**src/rtl/vend_pkg.sv**
```systemverilog
// Shared types and constants for the vending-machine button path.
// The event encoding is also consumed by the vending controller.
package vend_pkg;

   typedef enum logic [1:0] {
      IDLE = 2'd0,
      ARM1 = 2'd1,
      ARM2 = 2'd2,
      HELD = 2'd3
   } vend_btn_state_t;

   typedef enum logic [1:0] {
      EV_NONE     = 2'd0,
      EV_SELECT   = 2'd1,
      EV_DISPENSE = 2'd2,
      EV_CLEAR    = 2'd3
   } vend_event_t;

   localparam logic BTN_PRESSED_N = 1'b0;

endpackage

```
**src/rtl/vend_btn_debounce.sv**
```systemverilog
// Two-flop synchroniser and saturating debounce counter for one active-low button.
// level is the debounced, active-high button state.
module vend_btn_debounce
   import vend_pkg::*;
#(
   parameter int DEBOUNCE_CYCLES = 500000
) (
   input  logic clk,
   input  logic rst_n,
   input  logic btn_n,
   output logic level
);

   localparam int CW = $clog2(DEBOUNCE_CYCLES);
   localparam logic [CW-1:0] CNT_LAST = CW'(DEBOUNCE_CYCLES - 1);

   logic          sync1_q, sync2_q;
   logic          level_q, level_d;
   logic [CW-1:0] cnt_q, cnt_d;

   // The counter only runs while the synchronised input disagrees with the level.
   always_comb begin
      level_d = level_q;
      cnt_d   = '0;
      if (sync2_q != level_q) begin
         if (cnt_q == CNT_LAST) begin
            level_d = ~level_q;
         end else begin
            cnt_d = cnt_q + 1'b1;
         end
      end
   end

   always_ff @(posedge clk or negedge rst_n) begin
      if (!rst_n) begin
         sync1_q <= 1'b0;
         sync2_q <= 1'b0;
         level_q <= 1'b0;
         cnt_q   <= '0;
      end else begin
         sync1_q <= (btn_n == BTN_PRESSED_N);
         sync2_q <= sync1_q;
         level_q <= level_d;
         cnt_q   <= cnt_d;
      end
   end

   assign level = level_q;

endmodule

```
**src/rtl/vend_button_conditioner.sv**
```systemverilog
// Debounces both buttons and resolves single presses, long holds and two-button
// chords into mutually exclusive one-cycle select/dispense/clear pulses.
module vend_button_conditioner
   import vend_pkg::*;
#(
   parameter int DEBOUNCE_CYCLES = 500000,
   parameter int CHORD_CYCLES    = 2500000
) (
   input  logic clk,
   input  logic rst_n,
   input  logic btn1_n,
   input  logic btn2_n,
   output logic sel_pulse,
   output logic disp_pulse,
   output logic clear_pulse,
   output logic btn1_level,
   output logic btn2_level
);

   localparam int TW = $clog2(CHORD_CYCLES);
   localparam logic [TW-1:0] TIMER_LAST = TW'(CHORD_CYCLES - 1);

   logic            lvl1, lvl2;
   logic            lvl1_prev_q, lvl2_prev_q;
   logic            rise1, rise2;
   vend_btn_state_t state_q, state_d;
   logic [TW-1:0]   timer_q, timer_d;
   vend_event_t     ev_d;
   logic            sel_q, disp_q, clear_q;

   vend_btn_debounce #(.DEBOUNCE_CYCLES(DEBOUNCE_CYCLES)) u_deb1 (
      .clk   (clk),
      .rst_n (rst_n),
      .btn_n (btn1_n),
      .level (lvl1)
   );

   vend_btn_debounce #(.DEBOUNCE_CYCLES(DEBOUNCE_CYCLES)) u_deb2 (
      .clk   (clk),
      .rst_n (rst_n),
      .btn_n (btn2_n),
      .level (lvl2)
   );

   assign rise1 = lvl1 & ~lvl1_prev_q;
   assign rise2 = lvl2 & ~lvl2_prev_q;

   always_comb begin
      state_d = state_q;
      timer_d = timer_q;
      ev_d    = EV_NONE;
      case (state_q)
         IDLE: begin
            timer_d = '0;
            if (rise1 && rise2) begin
               ev_d    = EV_CLEAR;
               state_d = HELD;
            end else if (rise1) begin
               state_d = ARM1;
            end else if (rise2) begin
               state_d = ARM2;
            end
         end
         ARM1: begin
            timer_d = timer_q + 1'b1;
            if (lvl2) begin
               ev_d    = EV_CLEAR;
               state_d = HELD;
            end else if (!lvl1) begin
               ev_d    = EV_SELECT;
               state_d = IDLE;
            end else if (timer_q == TIMER_LAST) begin
               ev_d    = EV_SELECT;
               state_d = HELD;
            end
         end
         ARM2: begin
            timer_d = timer_q + 1'b1;
            if (lvl1) begin
               ev_d    = EV_CLEAR;
               state_d = HELD;
            end else if (!lvl2) begin
               ev_d    = EV_DISPENSE;
               state_d = IDLE;
            end else if (timer_q == TIMER_LAST) begin
               ev_d    = EV_DISPENSE;
               state_d = HELD;
            end
         end
         HELD: begin
            // Late second presses are swallowed here; only a full release re-arms.
            if (!lvl1 && !lvl2) begin
               state_d = IDLE;
            end
         end
         default: state_d = IDLE;
      endcase
   end

   always_ff @(posedge clk or negedge rst_n) begin
      if (!rst_n) begin
         state_q     <= IDLE;
         timer_q     <= '0;
         lvl1_prev_q <= 1'b0;
         lvl2_prev_q <= 1'b0;
         sel_q       <= 1'b0;
         disp_q      <= 1'b0;
         clear_q     <= 1'b0;
      end else begin
         state_q     <= state_d;
         timer_q     <= timer_d;
         lvl1_prev_q <= lvl1;
         lvl2_prev_q <= lvl2;
         sel_q       <= (ev_d == EV_SELECT);
         disp_q      <= (ev_d == EV_DISPENSE);
         clear_q     <= (ev_d == EV_CLEAR);
      end
   end

   assign sel_pulse   = sel_q;
   assign disp_pulse  = disp_q;
   assign clear_pulse = clear_q;
   assign btn1_level  = lvl1;
   assign btn2_level  = lvl2;

endmodule
```
**config.mk**
```make
export PLATFORM = sky130hd
export DESIGN_NAME = vend_button_conditioner
export DESIGN_NICKNAME = d
export VERILOG_FILES = /design/src/rtl/vend_pkg.sv /design/src/rtl/vend_btn_debounce.sv /design/src/rtl/vend_button_conditioner.sv
export SDC_FILE = /design/constraint.sdc
export NUM_CORES = 1
export LEC_CHECK = 0
export ABC_AREA = 1
export CORE_MARGIN = 2
export CORE_UTILIZATION = 35
export DETAILED_ROUTE_END_ITERATION = 10
export GPL_TIMING_DRIVEN = 0
export PLACE_DENSITY = 0.49
export SYNTH_ARGS = -nofsm -noshare
export SYNTH_HDL_FRONTEND = slang
export SYNTH_SLANG_ARGS = --single-unit
```
**constraint.sdc**
```tcl
create_clock -name clk -period 1.5 [get_ports clk]
set_clock_uncertainty 0.05 [all_clocks]
set_input_delay 0.3 -clock clk [delete_from_list [all_inputs] [get_ports clk]]
set_output_delay 0.3 -clock clk [all_outputs]
set_load 0.01 [all_outputs]
```
* After elaboration in Yosys (flattened, before gate mapping)
Index checks and enable logic that the tools add are counted.
** Cells by class
- Add/sub/neg operators :: 3
- Equality and inequality tests :: 13
- Muxes and demuxes :: 23
- Bitwise operators :: 8
- Reductions and logical operators :: 10
** Operators by type and width (count)
- 19-bit two-way mux :: 4
- 22-bit one-hot mux with 2 select lines :: 1
- 19-bit by 1-bit adder with 19-bit output, second input constant :: 2
- 19-bit equality test, second input constant :: 2
- 2-bit two-way mux :: 14
- 22-bit by 1-bit adder with 22-bit output, second input constant :: 1
- 22-bit equality test, second input constant :: 1
- 2-bit equality test, second input constant :: 4
- 2-bit one-hot mux with 4 select lines :: 1
- 1-bit NOT :: 6
- 2-bit one-hot mux with 3 select lines :: 1
- 2-bit AND reduction :: 3
- 2-bit by 1-bit equality test with 1-bit output, second input constant :: 2
- 4-bit != test, second input constant :: 1
- 1-bit AND :: 2
- 1-bit logical AND :: 2
- 1-bit zero test :: 2
- 2-bit zero test :: 1
- 1-bit two-way mux :: 2
- 1-bit != test :: 2
- 2-bit != test, second input constant :: 1
- 2-bit nonzero test :: 1
- 2-bit OR reduction :: 1
** Storage, ports and cells
- Register bits after elaboration :: 73
- Input port bits :: 4
- Output and inout port bits :: 5
- Logic and storage cells :: 72

* Depth between registers and ports, before layout
Gate-level depths: netlist of run 1.
- Word-level depth :: 6
- Gate-level depth with buffers :: 11
- Mapped depth without buffers :: 10

* Modules after synthesis
From an unflattened synthesis of run 1, not the netlist that was laid out.
** Unflattened totals
- Cells, all modules :: 552
- Area, all modules :: 4196.5 sq um
** By module, submodules not included
- vend_btn_debounce :: instances 2, cells each 148, area an instance 1194.9 sq um, seq. area each 550.5 sq um
- vend_button_conditioner :: instances 1, cells each 256, area an instance 1806.7 sq um, seq. area each 725.7 sq um

* Worst setup path after synthesis of run 1
No wires, ideal clock.
- Path type :: register to register
- From :: register state_q[0]
- To :: register timer_q[20]
- Setup time :: 0.117 ns
- Arrival :: 1.438 ns
- Data required time :: 1.333 ns
- Setup slack :: -0.105 ns
- Cell stages (with the launch flop) :: 11
- Path buffers :: 1
- Clock period less this slack :: 1.605 ns
- Cells stage by stage :: dfrtp_1 > ha_1 > buf_4 > inv_6 > nand4_2 > nor2_2 > nand2_2 > nor2_2 > nand2_1 > nor2_1 > nor2_1
** On the way
- Longest elaborated chain between the ends :: 3
- Elaborated cells on any way between the ends :: 6
- Classes of those cells :: eq/ne: 2; mux: 1; reduce/logical: 3
** Ends and longest elaborated chain
- start, declared :: RTL line vend_button_conditioner.sv:26 : vend_btn_state_t state_q, state_d;
- start signal, assigned :: RTL line vend_button_conditioner.sv:110 : state_q <= state_d;
- 2-bit equality test or 2-bit by 1-bit equality test with 1-bit output (tied branches) :: RTL line vend_button_conditioner.sv:52 : case (state_q)
- 2-bit OR reduction (no source line)
- 22-bit one-hot mux with 2 select lines or 2-bit nonzero test (tied branches)
- end signal, assigned :: RTL line vend_button_conditioner.sv:111 : timer_q <= timer_d;
- end, declared :: RTL line vend_button_conditioner.sv:27 : logic [TW-1:0] timer_q, timer_d;
Parallel ways exist; a longest one is shown, timed or not.
A chain may end at the register's enable or synchronous reset.

* Worst setup path after layout of run 1
- From :: register state_q[1]
- To :: register timer_q[18]
Same word-level chain as after synthesis.

==> impl_metrics.ini, run 1 <==
[final_layout]
nNetsFinal = 640
layout_common_cells = 119 x nand2_1, 94 x nor2_1, 61 x inv_1
layout-drive-gt1-share_pct = 26.8
diodes = 0
synthToLayoutAreaGrowth_pct = 33.9
final_common_cell = nand2_1
final_cell_area_sq_um = 5630
stdcell_count = 781
final_util_pct = 47.4

[placed_design]
dpl.hpwl_um = 6930
io_buffers = 8
post-place-ws_ns = -0.340
place.gp.congestion = 0.883
placedCellCount = 719
dpl-instance-area_sq_um = 4520

[sta]
relSlewSlack_pct = 72.3
tns_ns = -0.0379
max_clock_freq_mhz = 659
postLayoutSetupSlackWorst_ns = -0.0183
tightestPinTransition_ns = 0.416
rsz0062_at_grt = yes
fin_crit_ns = 1.52
hold_violations = 0
slew_violations = 0
finalCritPeriodShare_pct = 101
setup_viol = 3

[detailed_routing]
ant_nets = 0
vias = 3796
drtIter0Drc = 314
dr.pass1.iters = 4
post_drt_wl_per_cell_um = 13.3
via_per_inst = 4.86
drc_errors = 0
wirelength_um = 10400

[global_route]
grt_pass1_wl_um = 17300
grt.total_usage_pct = 16.9
top_usage_layer = met2
use_met2_pct = 26.6
grt_max_degree = 46
antenna_found_initial = 0
met3_usage_pct = 2.82
use_met1_pct = 22.9
grt_overflow = 0
grt_pass1_vias = 3591

[worst_setup_path]
cp-end-kind = flop
reg2regPathDepth = 7
critPathMaxFanout = 5
worstReg2RegStart = state_q[1]
worst-setup-path-type = flop to flop
worstPathRequired_ns = 1.68
startpoint_type = flop
arrival_ns = 1.70
reg2reg_setup_slack_ns = -0.02
timing.rr.end = timer_q[18]

[die]
start_util_pct = 35.4
dieArea_sq_um = 12900
row_count = 40
core_sq_um = 11900
io_pins = 9
fp.dieH_um = 114
die_x_um = 114

[logic_synthesis]
yosys.area.top_type = dfrtp_1
synthesis.area_sq_um = 4200
async_flop_share_pct = 100
synth_top_cell_area_share_pct = 43.5
ys_warn_count = 0
synth_cells = 563
avgSynthCellArea_sq_um = 7.46
synth.area.top_cells = dfrtp_1 43%, nand2_1 11%, nor2_1 9.8%
ys_seq_elements = 73
synth-edff-count = 0
synthFlopType = dfrtp_1
yosysUniqueCellTypes = 41
syn-num-nets = 574
ys_seq_area_share_pct = 43.5

[pwr]
p_per_area_nw_per_um2 = 863
p_leak_nw = 2.42
ir_worst_vdd_uv = 439

[worst_hold_path]
hold_class = flop to flop
hold_path_end = u_deb2.sync2_q
min_from = u_deb2.sync1_q
min_delay_path_depth = 0

[outcome]
failed_checks = setup timing
status = finished with violations

[cts]
cts_tree = yes
clock_path_buffers = 2
clkSinkCount = 73
cts_root_buf = clkbuf_16
insertion_delay_ns = 0.34
path_clk_slew_ns = 0.06
cts_buffers = 9
htree_num_levels = 3

[run]
cap_viol_max_count = 0
state kept, by name, indices dropped and copies added (netlist names):
name and cells:
u_deb2.cnt_q 19, clear_pulse 1, u_deb2.sync1_q 1, state_q 2
lvl2_prev_q 1, timer_q 22, u_deb1.sync2_q 1, disp_pulse 1
u_deb1.sync1_q 1, u_deb1.level 1, sel_pulse 1, u_deb2.sync2_q 1
lvl1_prev_q 1, u_deb1.cnt_q 19, u_deb2.level 1
worst max-delay path by stage:
stage / from / endpoint / slack [ns] / depth (start not counted)
detailed placement: state_q[1] / timer_q[3] / -0.34 / 7
finish: state_q[1] / timer_q[18] / -0.02 / 7
global route: state_q[1] / timer_q[20] / -0.14 / 10
global placement: rst_n / timer_q[19] / -2.67 / 1
floorplan: state_q[0] / timer_q[20] / -0.06 / 10
CTS: state_q[1] / timer_q[18] / -0.08 / 8
metrics by stage:
step / total power (W) / hold slack [ns]
floorplan: 0.00209 / -0.0456
global placement: 0.00215 / 0.283
detailed placement: 0.00216 / 0.219
CTS: 0.00491 / 0.298
global route: 0.00503 / 0.334
finish: 0.00486 / 0.297
power by group:
group	switching (W)	internal [W]	total [W]
logic	0.0000999	0.0000772	0.000177
registers	0.0000278	0.00199	0.00202
clock network	0.000869	0.00179	0.00266
worst max-delay path, cell delays in order, from the launching register on:
cell and delay (ns):
dfrtp_2 0.43, ha_4 0.21, inv_8 0.08, nand4_4 0.12
nor3_4 0.21, nand3_2 0.10, o21ai_1 0.15, nor2_1 0.06
Yosys cell counts (3+ instances only):
library cell  instances
o21ai_0               8
nand4_1              26
dfrtp_1              73
nand3_2               3
nor3_1               16
nand3_1              27
nor2_1              110
inv_1                66
a21oi_1              28
nand2_1             128
xor2_1               10
nor3_2                4
ha_1                  7
or2_1                 3
o21ai_1               7
nand3b_1              4
nor2_4                3
nor2_2                5
inv_2                 9
metal layers:
layer | up-vias | part of all wire (%) | routed length [um]
met5 | - | 0 | 0
met4 | 0 | 1.9 | 199
met3 | 14 | 3.3 | 343
met2 | 69 | 48 | 4990
met1 | 1761 | 47 | 4890
li1 | 1952 | - | -
cell families after synthesis:
group                      after synthesis  synth area share [%]
and+or+nand+nor                        341                  37.6
buffers and inverters                   78                  7.21
DFF                                     73                  43.5
AOI/OAI and AO/OA                       51                  6.76
xor gates and xnor gates                13                  2.89
adders and majority gates                7                  2.08
layout make-up:
class	instances	area, sq um
tap	147	184
clock buffer	9	225
clock inverter	7	143
fill	1133	6230
timing repair buffer	56	494
multi-input combinational	412	2420
sequential	73	1850
buffer	1	11.3
inverter	76	300
repair_timing:
action                     in CTS  in global routing
hold endpoints to repair       28                  0
setup endpoints to repair      54                 55
gates cloned                    1                  0
setup buffers                  26                 19
gates resized for setup        58                 50
pin swaps                      21                 30
hold buffers                    1                  0
No activity file was read; power rests on OpenSTA's default activity.
==> run 2: changes to the inputs <==
- CORE_MARGIN: 2 -> 5
- SETUP_SLACK_MARGIN: unset -> 0.15
- SKIP_CTS_REPAIR_TIMING: unset -> 1
==> impl_metrics.ini, run 2 (same netlist as run 1, synthesis figures left out) <==
[sta]
relSlewSlack_pct = 70.0
whs_ns = 0.306
postLayoutSetupSlackWorst_ns = -0.177
fin_crit_ns = 1.68
hold_violations = 0
max_clock_freq_mhz = 596
rsz0062_at_grt = yes
tightestPinTransition_ns = 0.450
tns_ns = -2.65
finalCritPeriodShare_pct = 112
setup_viol = 31
slew_violations = 0

[worst_setup_path]
critPathMaxFanout = 7
crit_slowest_cell = dfrtp_1
startpoint_type = flop
critPathMaxStageDelay_ns = 0.40
cp-end-kind = flop
worst-setup-path-type = flop to flop
cpMostUsedCell = nor2_1
worstPathRequired_ns = 1.73
arrival_ns = 1.91
crit_chain = ha_2 -> buf_12 -> clkinv_8 -> nand3_4 -> nor3_4 -> nand4_1 -> nor2_1 -> nor2_1 -> nor2_1

[detailed_routing]
drtIter0Drc = 292
post_drt_wl_per_cell_um = 13.6
dr.pass1.iters = 5
ant_nets = 0
drc_errors = 0
wirelength_um = 10800
vias = 3889
via_per_inst = 4.90

[cts]
clkSinkCount = 73
path_clk_slew_ns = 0.06
insertion_delay_ns = 0.35
cts_root_buf = clkbuf_16
cts_tree = yes
clock_path_buffers = 2
cts_buffers = 9
htree_num_levels = 3

[pwr]
p_leak_nw = 2.64
comb_power_share_pct = 3.9
intPower_w = 0.00373
power_frac_seq_pct = 42.8
clkPwrFrac_pct = 53.3
swShare_pct = 20.9
p_switching_w = 0.000989
p_per_area_nw_per_um2 = 785
ir_worst_vdd_uv = 536

[final_layout]
top_register = timer_q
top_regs = timer_q x22, u_deb1.cnt_q x19, u_deb2.cnt_q x19
nNetsFinal = 653
layout_common_cells = 112 x nand2_1, 89 x nor2_1, 58 x inv_1
multi_input_area_sq_um = 2640
final_cell_area_sq_um = 6020
diodes = 0
seqCellArea_sq_um = 1850
stdcell_count = 794
final_util_pct = 50.5
layout-drive-gt1-share_pct = 34.5
synthToLayoutAreaGrowth_pct = 43.2
final_common_cell = nand2_1
largest_reg_flops = 22
fillerInstances = 1109

[die]
row_count = 40
core_sq_um = 11900
dieArea_sq_um = 14300
fp.dieH_um = 120
io_pins = 9
start_util_pct = 35.3
die_x_um = 120

[global_route]
grt_pass1_vias = 3526
antenna_found_initial = 0
grt_overflow = 0
grt_pass1_wl_um = 16700
grt.total_usage_pct = 14.5
grt_max_degree = 42

[outcome]
failed_checks = setup timing
status = finished with violations

[worst_hold_path]
hold_class = flop to flop

[placed_design]
io_buffers = 8
dpl.hpwl_um = 6980
dpl-instance-area_sq_um = 4570
placedCellCount = 719
place.gp.congestion = 0.854

[run]
cap_viol_max_count = 0
-- run 2: changes by cell type in the layout (fill, tap and decap cells not counted), sizes merged --
cell          change
bufinv            -1
clkinv            +4
dlygate4sd2       -5
dlymetal6s2s      +5
clkbuf            +1
buf              +13
inv               -1
clkinvlp          -3
-- run 2: layer usage --
metal / track usage [%] / up-vias / wire length [um]
met1: 19.8 / 1847 / 5010
met3: 3.02 / 12 / 402
met5: 0 / - / 0
met2: 21.8 / 55 / 5210
li1: - / 1975 / -
met4: 7.66 / 0 / 200
-- run 2: area by class of cell --
type                    count  share of cell area (%)
plain buffers               2                   0.582
clock buffers              10                    3.97
clock inverters             6                    1.75
inverters                  76                    5.12
multi-input cells         412                    43.9
flip-flops and latches     73                    30.8
well taps                 147                    3.06
repair buffers             68                    10.8
-- run 2: metrics by stage --
step	power [W]	setup slack, ns
finish	0.00472	-0.177
global route	0.00489	-0.263
CTS	0.00471	-0.289
detailed placement	0.00217	-0.266
global placement	0.00217	-2.95
floorplan	0.00210	-0.0605
-- run 2: worst paths after layout --
kind | from | end | slack [ns] | depth (start not counted)
hold reg to reg | u_deb1.sync1_q | u_deb1.sync2_q | 0.31 | 0
setup reg to reg | state_q[1] | timer_q[18] | -0.18 | 9
max in group asynchronous | rst_n | u_deb2.cnt_q[10] | 0.43 | 3
min in group asynchronous | rst_n | u_deb1.cnt_q[11] | 0.39 | 2
setup / recovery | state_q[1] | timer_q[18] | -0.18 | 9
hold / removal | u_deb1.sync1_q | u_deb1.sync2_q | 0.31 | 0
-- run 2: worst max-delay path: cells and delay by family, from the launching register on --
family | cells | cell delay [ns]
buffers and inverters | 2 | 0.20
adder cells (fa/ha/maj) | 1 | 0.21
AND/OR/NAND/NOR | 6 | 0.76
flip-flops | 1 | 0.40
-- run 2: power groups by stage --
stage,Sequential [W],Combinational (W),Clock (W)
CTS,0.00201,0.000123,0.00258
global placement,0.00205,0.000116,0
floorplan,0.00204,0.0000520,0
finish,0.00202,0.000184,0.00252
detailed placement,0.00205,0.000122,0
global route,0.00202,0.000207,0.00266
==> edit 1: new RTL, settings of run 1 <==
Remove the register `sel_q`: a continuous assignment takes its place, so the output `sel_pulse` follows one clock earlier.
--- a/src/rtl/vend_button_conditioner.sv
+++ b/src/rtl/vend_button_conditioner.sv
@@ -103,7 +103,6 @@
          timer_q     <= '0;
          lvl1_prev_q <= 1'b0;
          lvl2_prev_q <= 1'b0;
-         sel_q       <= 1'b0;
          disp_q      <= 1'b0;
          clear_q     <= 1'b0;
       end else begin
@@ -111,11 +110,12 @@
          timer_q     <= timer_d;
          lvl1_prev_q <= lvl1;
          lvl2_prev_q <= lvl2;
-         sel_q       <= (ev_d == EV_SELECT);
          disp_q      <= (ev_d == EV_DISPENSE);
          clear_q     <= (ev_d == EV_CLEAR);
       end
    end
+
+   assign sel_q = (ev_d == EV_SELECT);
 
    assign sel_pulse   = sel_q;
    assign disp_pulse  = disp_q;
Function: same outputs for any inputs over 10 cycles, from zero or initial values and one cycle with rst_n low; that may be too few to reach the edited logic, so the function may still have changed.
==> edit 1 against run 1 <==
The run still ends with setup timing left; cell area fell by 0.71%; wire length rose by 0.71%; area after synthesis fell by 0.60%; core utilization rose by 1.1 points; total power fell by 2.6%; non-clock buffer count rose by 5; register-to-register slack got worse by 0.41 ns; worst hold slack got worse by 0.0013 ns; count of clock-buffer cells in the layout rose by 2; sequential cell count fell by 1; largest cell class unchanged; setup slack got worse by 0.56 ns.
==> edit 1: results (changes against run 1) <==
Yosys
  – Syn nets: 573 (-0.17%)
  – Post-synth cell types: 41 (unchanged)
  – Top cells by count, synth: nand2_1, nor2_1, dfrtp_1
  – Synth area leaders: dfrtp_1, nand2_1, nor2_1
  – Async set-or-reset flop fraction in the synthesized netlist: 100% (unchanged)
  – Ys flop type: dfrtp_1
  – Sequential area share after synthesis: 43.1% (-0.34 points)

Final layout
  – Diode count: 0 (unchanged)
  – Share of post-route cells with drive strength above 1: 28.2% (+1.4 points)
  – Largest regs: timer_q x22, u_deb1.cnt_q x19, u_deb2.cnt_q x19
  – Nets: 644 (+0.63%)

Outcome
  – Outcome: finished, violations left
  – Failing checks: setup timing

Place
  – Post-place instance area: 4470 µm² (-0.94%)
  – DPL Wire Length: 6950 µm (+0.41%)
  – Gpl congestion: 0.898 (+1.7%)
  – Placement Setup Slack: -0.790 ns (-0.450 ns)

Setup path
  – CP Max Fanout: 4 (-1)
  – CP Data Arrival Time: 1.72 ns (+0.02 ns)
  – CP max stage cell: dfrtp_1
  – Largest stage delay on the critical path: 0.40 ns (-0.03 ns)

STA
  – Rel. slew slack: 73.2% (+0.96 points)
  – Fin worst setup slack: -0.575 ns (-0.556 ns)
  – Final setup viols: 24 (+21)

GRT
  – First-pass GRT wire length: 17600 µm (+1.8%)
  – Pin count of the biggest net entering global routing: 45 (-2.2%)
  – GRT Resource Usage Total: 17.3% (+0.33 points)
  – Number of global-route vias before repair: 3723 (+3.7%)

Clocking
  – CTS Buf Count: 9 (unchanged)
  – H-Tree Depth: 3 (unchanged)

Route
  – Vias per cell: 4.91 (+1.1%)
  – Initial DRC Count: 208 (-34%)
  – Post-DR wirelength/cell: 13.4 µm (+0.71%)

Power
  – P_leak: 2.46 nW (+1.3%)
  – Maximum vdd ir drop: 0.000555 V (+26%)
  – P_sw: 0.000987 W (-1.0%)
edit 1: changes by cell type after synthesis, sizes merged:
cell	change
dfrtp	-1
edit 1: layer usage:
layer | share of wire [%] | routed length, µm | vias up | track usage [%]
met1 | 48 | 5060 | 1818 | 22.7
met2 | 46 | 4870 | 60 | 27.5
met3 | 4.0 | 418 | 13 | 5.03
li1 | - | - | 1946 | -
met4 | 1.5 | 156 | 0 | 5.45
met5 | 0 | 0 | - | 0
edit 1: worst paths after layout:
kind	from	end	slack [ns]	cells after the start
max	state_q[0]	sel_pulse	-0.57	8
min	u_deb2.sync1_q	u_deb2.sync2_q	0.30	0
max reg2reg	state_q[1]	timer_q[20]	-0.43	12
min reg2reg	u_deb2.sync1_q	u_deb2.sync2_q	0.30	0
max in group asynchronous	rst_n	u_deb2.cnt_q[3]	0.45	3
min in group asynchronous	rst_n	lvl2_prev_q	0.38	2
edit 1: per-stage QoR:
stage	setup TNS, ns	util [%]	instances
CTS	-3.96	45.7	767
floorplan	-0.275	-	562
global route	-6.92	48.5	781
detailed placement	-10.46	38.8	714
global placement	-201.37	38.6	713
finish	-4.04	48.5	781
edit 1: final cells by class:
| cell class | instances | area [µm²] |
|---|---|---|
| Buffer | 2 | 22.5 |
| Inverter | 76 | 290 |
| Multi-Input combinational cell | 412 | 2420 |
| Clock inverter | 5 | 103 |
| Timing Repair Buffer | 60 | 499 |
| Tap cell | 143 | 179 |
| Fill cell | 1116 | 5930 |
| Sequential cell | 72 | 1820 |
| Clock buffer | 11 | 253 |
edit 1: logic make-up after synthesis:
family	after synthesis	share of synthesized area [%]
XOR/XNOR	13	2.91
flip-flops	72	43.1
buffers and inverters	78	7.25
adder cells (fa/ha/maj)	7	2.10
AND/OR/NAND/NOR	341	37.8
AO/OA/AOI/OAI	51	6.80
edit 1: repair_timing:
item | CTS | global route
hold endpoints to repair | 28 | 0
pin swaps | 18 | 25
hold buffers | 1 | 0
setup buffers | 36 | 15
resized for setup | 50 | 65
setup endpoints to repair | 52 | 57
edit 1: power by group through the flow:
| stage | sequential (W) | combinational (W) | clock [W] |
|---|---|---|---|
| 6_report | 0.00199 | 0.000163 | 0.00258 |
| 3_3_place_gp | 0.00202 | 0.000111 | 0 |
| 2_1_floorplan | 0.00201 | 0.0000467 | 0 |
| 4_1_cts | 0.00199 | 0.000150 | 0.00263 |
| 5_1_grt | 0.00199 | 0.000186 | 0.00272 |
| 3_5_place_dp | 0.00202 | 0.000119 | 0 |
edit 1: critical path, delay by kind of cell (launching register included):
kind | cells | cell delay, ns
AND/OR/NAND/NOR | 5 | 0.52
flip-flops | 1 | 0.40
buffers and inverters | 2 | 0.24
adder cells (fa/ha/maj) | 1 | 0.22
==> edit 2: new RTL, settings of run 1 <==
Without the edit above. `CHORD_CYCLES`: 2500000 -> 1250000.
--- a/src/rtl/vend_button_conditioner.sv
+++ b/src/rtl/vend_button_conditioner.sv
@@ -4,7 +4,7 @@
    import vend_pkg::*;
 #(
    parameter int DEBOUNCE_CYCLES = 500000,
-   parameter int CHORD_CYCLES    = 2500000
+   parameter int CHORD_CYCLES    = 1250000
 ) (
    input  logic clk,
    input  logic rst_n,
Check against the original RTL: same outputs for any inputs over 10 cycles, from zero or initial values and one cycle with rst_n low; that may be too few to reach the edited logic, so the function may still have changed.
==> edit 2 against run 1 <==
The run still ends with setup timing left; die area is 2.8% lower; critical path depth up 1; final cell count is 4.1% lower; clock power shrank 17%; core utilization is 0.20 points lower; setup slack got worse by 0.029 ns; sequential cell count shrank 1; wire length down 3.3%; combinational power decreased by 19%; total power fell by 11%; area after synthesis decreased by 2.9%; cell area shrank 4.1%.
==> edit 2: results (changes against run 1) <==
GRT
  – First-pass GRT wire length: 17400 µm (+0.52%)
  – GR Util met2: 27.9% (+1.3 points)
  – GRT met3 Usage: 2.83% (+0.015 points)
  – GR Util met1: 22.3% (-0.57 points)
  – Pin count of the biggest net entering global routing: 50 (+8.7%)

STA
  – Final setup viols: 6 (+3)
  – Worst hold margin: 0.295 ns (-0.00273 ns)
  – Fin worst setup slack: -0.0472 ns (-0.0289 ns)
  – TNS Setup: -0.116 ns (-0.0786 ns)
  – Tightest Pin Transition: 0.341 ns (-0.0754 ns)

Place
  – Placement Setup Slack: -0.382 ns (-0.0417 ns)
  – DPL Wire Length: 6790 µm (-1.9%)
  – Gpl congestion: 0.844 (-4.4%)
  – Post-place instance area: 4370 µm² (-3.2%)

Yosys
  – Syn nets: 560 (-2.4%)
  – Synth area leaders: dfrtp_1, nand2_1, nor2_1
  – Top cells by count, synth: nand2_1, nor2_1, dfrtp_1
  – Sequential area share after synthesis: 44.1% (+0.67 points)
  – Avg Inst Size Synth: 7.45 µm² (-0.20%)
  – Post-synth cell types: 33 (-20%)
  – Async set-or-reset flop fraction in the synthesized netlist: 100% (unchanged)

Setup path
  – Crit Reg-Reg Endpoint: state_q[0]
  – Largest stage delay on the critical path: 0.45 ns (+0.02 ns)
  – R2R depth: 8 (+1)
  – Delay-heaviest family, CP: flip-flops
  – CP Max Fanout: 3 (-2)
  – CP Data Arrival Time: 1.72 ns (+0.02 ns)

Final layout
  – Largest regs: timer_q x21, u_deb1.cnt_q x19, u_deb2.cnt_q x19
  – Post-route cell area: 5400 µm² (-4.1%)
  – Nets: 614 (-4.1%)
  – Share of post-route cells with drive strength above 1: 29.9% (+3.1 points)
  – Non-Filler Instances: 749 (-4.1%)
  – FILL cells: 1151 (+1.6%)

Hold path
  – Hold Startpoint: u_deb1.sync1_q
  – Worst Hold End: u_deb1.sync2_q

Outcome
  – Failing checks: setup timing
  – Outcome: finished, violations left

Power
  – Total power: 0.00434 W (-11%)
  – Clock group: 0.00222 W (-17%)
  – Internal power: 0.00342 W (-11%)
  – Logic power comb: 0.000143 W (-19%)
  – P_leak: 2.25 nW (-7.0%)
  – Maximum vdd ir drop: 0.000445 V (+1.4%)

Route
  – Post-DR wirelength/cell: 13.5 µm (+0.80%)
  – Drt drc: 0 (unchanged)
  – Routed vias: 3684 (-3.0%)
  – Initial DRC Count: 205 (-35%)
edit 2: cell type report:
type	instances	share of cell area [%]
inverter	68	4.92
timing repair buffer	44	6.96
sequential	72	33.9
tap	143	3.32
buffer	4	0.673
clock inverter	3	0.742
clock buffer	12	4.94
multi-input combinational	403	44.6
edit 2: kinds of logic (layout without fill, tap and decap cells):
logic type / after synthesis / in the layout / share of synthesized area [%]
simple gates: 334 / 334 / 37.6
xor+xnor: 14 / 14 / 3.00
compound gates: 47 / 47 / 6.04
buf+inv: 73 / 131 / 6.81
fa+ha+maj: 8 / 8 / 2.45
flops: 72 / 72 / 44.1
edit 2: per-layer routing:
metal / up-vias / share of wire (%)
met1: 1764 / 48
met4: 0 / 2.4
li1: 1861 / -
met3: 17 / 2.1
met2: 42 / 48
met5: - / 0
edit 2: what timing repair did:
action | CTS | global route
setup buffers | 16 | 19
hold buffers | 1 | 0
setup endpoints to repair | 59 | 56
gates resized for setup | 71 | 78
endpoints found under the hold margin | 23 | 0
pin swaps | 22 | 34
